[config.mk]
export PLATFORM = sky130hd
export DESIGN_NAME = ex_operand_stage
export DESIGN_NICKNAME = d
export VERILOG_FILES = /design/src/rtl/ex_operand_stage.sv
export SDC_FILE = /design/constraint.sdc
export NUM_CORES = 1
export LEC_CHECK = 0
export CAP_MARGIN = 20
export CELL_PAD_IN_SITES_DETAIL_PLACEMENT = 1
export CELL_PAD_IN_SITES_GLOBAL_PLACEMENT = 1
export CORE_MARGIN = 2
export CORE_UTILIZATION = 29
export DETAILED_ROUTE_END_ITERATION = 12
export GPL_ROUTABILITY_DRIVEN = 0
export PLACE_DENSITY_LB_ADDON = 0.1
export SETUP_SLACK_MARGIN = 0.4
export SLEW_MARGIN = 20
export SYNTH_ARGS = -nofsm -noshare
export SYNTH_HDL_FRONTEND = slang
export SYNTH_SLANG_ARGS = --single-unit
[constraint.sdc]
create_clock -name clk -period 4.9 [get_ports clk]
set_input_delay 1.47 -clock clk [delete_from_list [all_inputs] [get_ports clk]]
set_output_delay 1.47 -clock clk [all_outputs]
set_load 0.01 [all_outputs]
[src/rtl/ex_operand_stage.sv]
// ex_operand_stage: ID/EX pipeline register with the EX-stage operand network.
// Holds the decoded instruction for EX, forwards EX/MEM and MEM/WB results to
// resolve RAW hazards, selects ALU operands, and requests a stall on load-use.
module ex_operand_stage #(
   parameter int DATAW  = 32,
   parameter int ALUOPW = 8,
   parameter int REGW   = 5
) (
   input  logic              clk,
   input  logic              rst,
   input  logic              stall,
   input  logic              flush,
   input  logic              id_valid,
   input  logic [DATAW-1:0]  id_pc,
   input  logic [DATAW-1:0]  id_rs1_data,
   input  logic [DATAW-1:0]  id_rs2_data,
   input  logic [DATAW-1:0]  id_imm,
   input  logic [REGW-1:0]   id_rs1,
   input  logic [REGW-1:0]   id_rs2,
   input  logic [REGW-1:0]   id_rd,
   input  logic [ALUOPW-1:0] id_aluop,
   input  logic              id_asel_pc,
   input  logic              id_bsel_imm,
   input  logic              id_reg_write,
   input  logic              id_mem_read,
   input  logic              id_mem_write,
   input  logic              exmem_reg_write,
   input  logic [REGW-1:0]   exmem_rd,
   input  logic [DATAW-1:0]  exmem_result,
   input  logic              memwb_reg_write,
   input  logic [REGW-1:0]   memwb_rd,
   input  logic [DATAW-1:0]  memwb_result,
   output logic              ex_valid,
   output logic [DATAW-1:0]  alu_da,
   output logic [DATAW-1:0]  alu_db,
   output logic [ALUOPW-1:0] ex_aluop,
   output logic [DATAW-1:0]  ex_store_data,
   output logic [DATAW-1:0]  ex_pc,
   output logic [REGW-1:0]   ex_rd,
   output logic              ex_reg_write,
   output logic              ex_mem_read,
   output logic              ex_mem_write,
   output logic              load_use_hazard
);

   // EX-stage copies of the decoded instruction
   logic              vld_p1;
   logic [DATAW-1:0]  pc_p1;
   logic [DATAW-1:0]  rs1_data_p1;
   logic [DATAW-1:0]  rs2_data_p1;
   logic [DATAW-1:0]  imm_p1;
   logic [REGW-1:0]   rs1_p1;
   logic [REGW-1:0]   rs2_p1;
   logic [REGW-1:0]   rd_p1;
   logic [ALUOPW-1:0] aluop_p1;
   logic              asel_pc_p1;
   logic              bsel_imm_p1;
   logic              reg_write_p1;
   logic              mem_read_p1;
   logic              mem_write_p1;

   logic [DATAW-1:0]  fwd_rs1;
   logic [DATAW-1:0]  fwd_rs2;

   // Youngest matching producer wins; x0 is hard-wired zero and never forwarded.
   function automatic logic [DATAW-1:0] fwd_sel(
      input logic [REGW-1:0]  rs,
      input logic [DATAW-1:0] reg_data,
      input logic             em_we,
      input logic [REGW-1:0]  em_rd,
      input logic [DATAW-1:0] em_res,
      input logic             wb_we,
      input logic [REGW-1:0]  wb_rd,
      input logic [DATAW-1:0] wb_res
   );
      logic [DATAW-1:0] sel;
      sel = reg_data;
      if (em_we && (em_rd != '0) && (em_rd == rs)) begin
         sel = em_res;
      end else if (wb_we && (wb_rd != '0) && (wb_rd == rs)) begin
         sel = wb_res;
      end
      return sel;
   endfunction

   // A load in EX whose destination is read by the instruction in ID cannot be
   // forwarded in time: hold ID upstream and let a bubble into EX instead.
   assign load_use_hazard = vld_p1 & mem_read_p1 & id_valid & (rd_p1 != '0) &
                            ((rd_p1 == id_rs1) | (rd_p1 == id_rs2));

   // ---- ID -> EX boundary: rst > flush > stall > load-use bubble > capture
   always_ff @(posedge clk) begin
      if (rst || flush || (!stall && load_use_hazard)) begin
         vld_p1       <= 1'b0;
         pc_p1        <= '0;
         rs1_data_p1  <= '0;
         rs2_data_p1  <= '0;
         imm_p1       <= '0;
         rs1_p1       <= '0;
         rs2_p1       <= '0;
         rd_p1        <= '0;
         aluop_p1     <= '0;
         asel_pc_p1   <= 1'b0;
         bsel_imm_p1  <= 1'b0;
         reg_write_p1 <= 1'b0;
         mem_read_p1  <= 1'b0;
         mem_write_p1 <= 1'b0;
      end else if (!stall) begin
         vld_p1       <= id_valid;
         pc_p1        <= id_pc;
         rs1_data_p1  <= id_rs1_data;
         rs2_data_p1  <= id_rs2_data;
         imm_p1       <= id_imm;
         rs1_p1       <= id_rs1;
         rs2_p1       <= id_rs2;
         rd_p1        <= id_rd;
         aluop_p1     <= id_aluop;
         asel_pc_p1   <= id_asel_pc;
         bsel_imm_p1  <= id_bsel_imm;
         reg_write_p1 <= id_reg_write;
         mem_read_p1  <= id_mem_read;
         mem_write_p1 <= id_mem_write;
      end
   end

   // Forwarding network, resolved independently for each source register
   always_comb begin
      fwd_rs1 = fwd_sel(rs1_p1, rs1_data_p1, exmem_reg_write, exmem_rd, exmem_result,
                        memwb_reg_write, memwb_rd, memwb_result);
      fwd_rs2 = fwd_sel(rs2_p1, rs2_data_p1, exmem_reg_write, exmem_rd, exmem_result,
                        memwb_reg_write, memwb_rd, memwb_result);
   end

   assign alu_da        = asel_pc_p1  ? pc_p1  : fwd_rs1;
   assign alu_db        = bsel_imm_p1 ? imm_p1 : fwd_rs2;
   // Stores always need the rs2 value even when operand B carries the offset.
   assign ex_store_data = fwd_rs2;
   assign ex_valid      = vld_p1;
   assign ex_aluop      = aluop_p1;
   assign ex_pc         = pc_p1;
   assign ex_rd         = rd_p1;
   assign ex_reg_write  = reg_write_p1;
   assign ex_mem_read   = mem_read_p1;
   assign ex_mem_write  = mem_write_p1;

endmodule

After elaboration in Yosys (flattened, before gate mapping)
Index checks and enable logic that the tools add are counted.
- bits in registers: 157
- output and inout port bits: 146
- equal/unequal tests: 6
- mux-type cells: 6
- bitwise operators: 5
- reduce and logical (&&, ||, !) cells: 13
- operators by type and width (kind ; count):
    two-way mux 32 bit ; 6
    equality test 5 bit ; 6
    nonzero test 5 bit ; 3
    logical AND 1 bit ; 7
    bitwise AND 1 bit ; 4
    logical OR 1 bit ; 2
    logical NOT 1 bit ; 1
    bitwise OR 1 bit ; 1

Depth between registers and ports, before layout
- depth in word-level cells: 6
- gate-level depth with buffers: 7
- gate-level depth less buffers: 5

Worst setup path before layout
OpenSTA, ideal clock, no wires.
- path type: input-to-output
- start: input memwb_rd[0]
- end: output alu_db[10]
- arrival: 3.013 ns
- path slack: 0.417 ns
- stages: 6
- path buffers: 1
- cell sequence: or4_4 > a21bo_1 > nand4_2 > buf_4 > a221oi_2 > o31ai_1
- cells in the longest elaborated chain, start to end: 6
- elaborated cells between the ends (all ways): 7
- those cells by class: eq/ne (1); mux (3); reduce/logical (3)
- RTL lines (element ; line ; source):
    start: declaration ; 31 ; input logic [REGW-1:0] memwb_rd,
    nonzero test 5 bit ; 80 ; end else if (wb_we && (wb_rd != '0) && (wb_rd == rs)) begin
    logical AND 1 bit ; 80 ;
    logical AND 1 bit * ; 80 ;
    two-way mux 32 bit * ; 80 ;
    two-way mux 32 bit * ; 78 ; if (em_we && (em_rd != '0) && (em_rd == rs)) begin
    two-way mux 32 bit * ; 135 ; assign alu_db = bsel_imm_p1 ? imm_p1 : fwd_rs2;
    end: declaration ; 35 ; output logic [DATAW-1:0] alu_db,
Mark *: on every way between the ends. The rest lies on a longest branch, timed or not.

Worst setup path after layout
- start: input exmem_rd[2]
- end: output alu_db[22]
- cells in the longest elaborated chain, start to end: 5
- elaborated cells between the ends (all ways): 6
- those cells by class: eq/ne (1); mux (2); reduce/logical (3)
- RTL lines (element ; line ; source):
    start: declaration ; 28 ; input logic [REGW-1:0] exmem_rd,
    nonzero test 5 bit ; 78 ;
    logical AND 1 bit ; 78 ;
    logical AND 1 bit * ; 78 ;
    two-way mux 32 bit * ; 78 ;
    two-way mux 32 bit * ; 135 ;
Marks and branches as above.

==> metrics <==
RSZ-0062 raised after global routing true; Initial Util 29.49%; critical path class in -> out; area occupied by multi-input gates 0.004937 mm^2; pwr dens 245.4 mW/mm^2; Synth area leader dfxtp_1; CTS Buf Count 17; CP Data Arrival Time 3.55 ns; P_leak 5.671 nW; CP Capture Type output pin; sequential fraction of the synthesis area 40.91%; Pint 2.451 mW; # rows 59; Net count, final 1484; Die Wd 166.8 um; DR WL/cell 24.66 um; GRT Overall Usage 27.60%; Hold Path Class reg -> reg; Netlist cell types 36; P_sw 0.9641 mW; fill cell count 2804; synth top area cells dfxtp_1, a22o_1, o31ai_1; vias 8495; EDFF count, synth 0; number of H-tree levels 4; port buffer count 382; placed wire-length estimate 27620 um; post-route ant nets 0; Post-Syn Area 0.007684 mm^2; first-pass GRT wire length 58060 um; Slew HR 52.59%; # DRC 0; clock edge transition at the registers on the reported setup and hold paths 0.07 ns; Synth top area share 40.91%; # hold bufs at CTS 0; Reg-to-Reg Start ex_rd[1]; worst r2r path cells 7; pin count of the biggest net entering global routing 99; Fin. Hold Viols 0; Tmin final 5.020 ns; final worst setup slack -0.1199 ns; Slew @ Worst Pin 0.7112 ns; 1st-pass router iterations 5; register area 0.003148 mm^2; Worst R2R End rs2_data_p1[13]; Post-Syn Nets 1047; Clock Power Share 40.1%; worst vdd ir 0.1931 mV; Gate power share 19.9%; core area 0.02606 mm^2; FF-to-FF setup slack 2.53 ns; gr ovfl total 0; Syn. warnings 0; Sw Ratio 28.23%; pins over their slew limit 0; Die Ht 166.8 um; most frequent cells after synthesis a22o_1, dfxtp_1, nor2_1; Flop pwr share 40.0%; Hold Crit Start imm_p1[3]; Worst Hold Path EP imm_p1[3]; Clk Latency, worst-skew pair 0.44 ns; Final setup viols 29; Max Freq 0.1992 GHz; failing checks setup timing; Root Driver clkbuf_16; CP Data Required Time 3.43 ns; share of cells above drive strength 1 29.92%; Hold Path Depth 1; Max FO, Critical Path 11; routed wire length 39380 um; Power Total 3.415 mW; Synth Flop Type dfxtp_1; Clock Sinks 157; syn avg cell area 9.486 um^2; Longest Clk Path Bufs 2; vias in the first global route 9146; I/O pins 383; max_cap viols 0; initial drt markers 405; Max Clock Skew 0.01794 ns; vias per cell 5.319; Async SR Flop Fraction 0%; CP Launch Type input pin; status complete, but fails checks; Die ar. 0.02781 mm^2; Placement Setup Slack -0.7782 ns; initial antenna violation count 3; Tcrit/Tclk final 102.4%; Total Negative Setup Slacks -1.515 ns; CTS tree done; post-synthesis instance total 810; flops & latches, synth 157; Area Overhead vs Synth 81.14%
==> per-stage QoR <==
| step | hold slack, ns | instance area, um^2 | cells | util (%) |
|---|---|---|---|---|
| after floorplan | 0.4422 | 7684 | 810 | - |
| after global placement | 0.4557 | 12250 | 1506 | 47.01 |
| after detailed placement | 0.4567 | 12250 | 1506 | 47.01 |
| after CTS | 0.4811 | 13670 | 1579 | 52.44 |
| after global routing | 0.4976 | 13920 | 1597 | 53.41 |
| final | 0.4773 | 13920 | 1597 | 53.41 |
==> per-layer routing <==
metal	vias up	global-route usage, %	routed length (um)
met3	44	6.915	2359
met4	2	7.834	863
met1	4176	33.21	16410
met5	-	0	16
li1	3971	-	-
met2	302	48.69	19740
==> worst max path at each step <==
| stage | depth (start not counted) | end | from | slack, ns |
|---|---|---|---|---|
| after floorplan | 6 | alu_db[10] | memwb_rd[0] | 0.42 |
| after global placement | 9 | alu_da[0] | exmem_rd[1] | -0.75 |
| after detailed placement | 8 | alu_da[9] | memwb_rd[0] | -0.78 |
| after CTS | 11 | alu_db[3] | exmem_rd[2] | -0.05 |
| after global routing | 11 | alu_db[3] | exmem_rd[2] | -0.18 |
| final | 11 | alu_db[22] | exmem_rd[2] | -0.12 |
==> critical path: stages <==
cell and delay (ns):
buf_6 0.09, or4_4 0.54, o211ai_1 0.29, buf_4 0.17, buf_6 0.08, or2_4 0.14, buf_12 0.16, buf_4 0.13
nor2_2 0.04, o31ai_1 0.22, buf_2 0.19
==> cell type report <==
cell class                      instances  share of cell area (%)
Timing Repair Buffer                  502                   34.66
Clock inverter                         12                  0.9169
Sequential cell                       157                   22.62
Multi-Input combinational cell        569                   35.47
Antenna cell                            2                 0.03596
Clock buffer                           20                   3.281
Tap cell                              335                   3.012
==> what timing repair did <==
item                                    in CTS  in global routing
gates resized for setup                    605                 19
pin swaps                                   67                 18
endpoints found under the setup margin      97                 96
endpoints found under the hold margin        0                  0
buffers inserted                            34                 13
cloned                                       7                  3
==> placed cells by master, fill, tap and decap left out, types with 4 or more instances in the layout <==
cell	count
dfxtp_1	155
buf_12	26
a221oi_4	36
buf_6	22
clkbuf_16	20
buf_2	94
clkdlybuf4s50_1	273
nor2_2	20
buf_16	6
nand3_1	4
a22o_1	157
nand2_1	67
a221oi_2	11
dlygate4sd2_1	4
nor2_4	9
and2_1	16
xnor2_1	19
xor2_1	6
and3_1	48
buf_4	69
o31ai_2	10
o31ai_1	54
nor2_1	71
a211oi_2	15
==> cell families after synthesis <==
family                    share of synthesized area [%]
DFF                                               40.91
AOI/OAI and AO/OA                                 35.68
buffers and inverters                             5.194
and+or+nand+nor                                   14.92
xor gates and xnor gates                          3.306
==> power by group through the flow <==
stage | logic [mW] | registers (mW) | clock network (mW)
after global placement | 0.634 | 1.39 | 0
final | 0.680 | 1.36 | 1.37
after detailed placement | 0.640 | 1.39 | 0
after CTS | 0.670 | 1.36 | 1.39
after global routing | 0.719 | 1.37 | 1.45
after floorplan | 0.223 | 1.38 | 0
==> registers in the layout, summed over array words and instances (netlist names) <==
name          count
ex_pc            32
imm_p1           32
rs1_data_p1      32
rs2_data_p1      32
ex_aluop          8
ex_rd             5
rs1_p1            5
rs2_p1            5
asel_pc_p1        1
bsel_imm_p1       1
ex_mem_read       1
ex_mem_write      1
ex_reg_write      1
ex_valid          1
No activity file was read; power rests on OpenSTA's default activity.
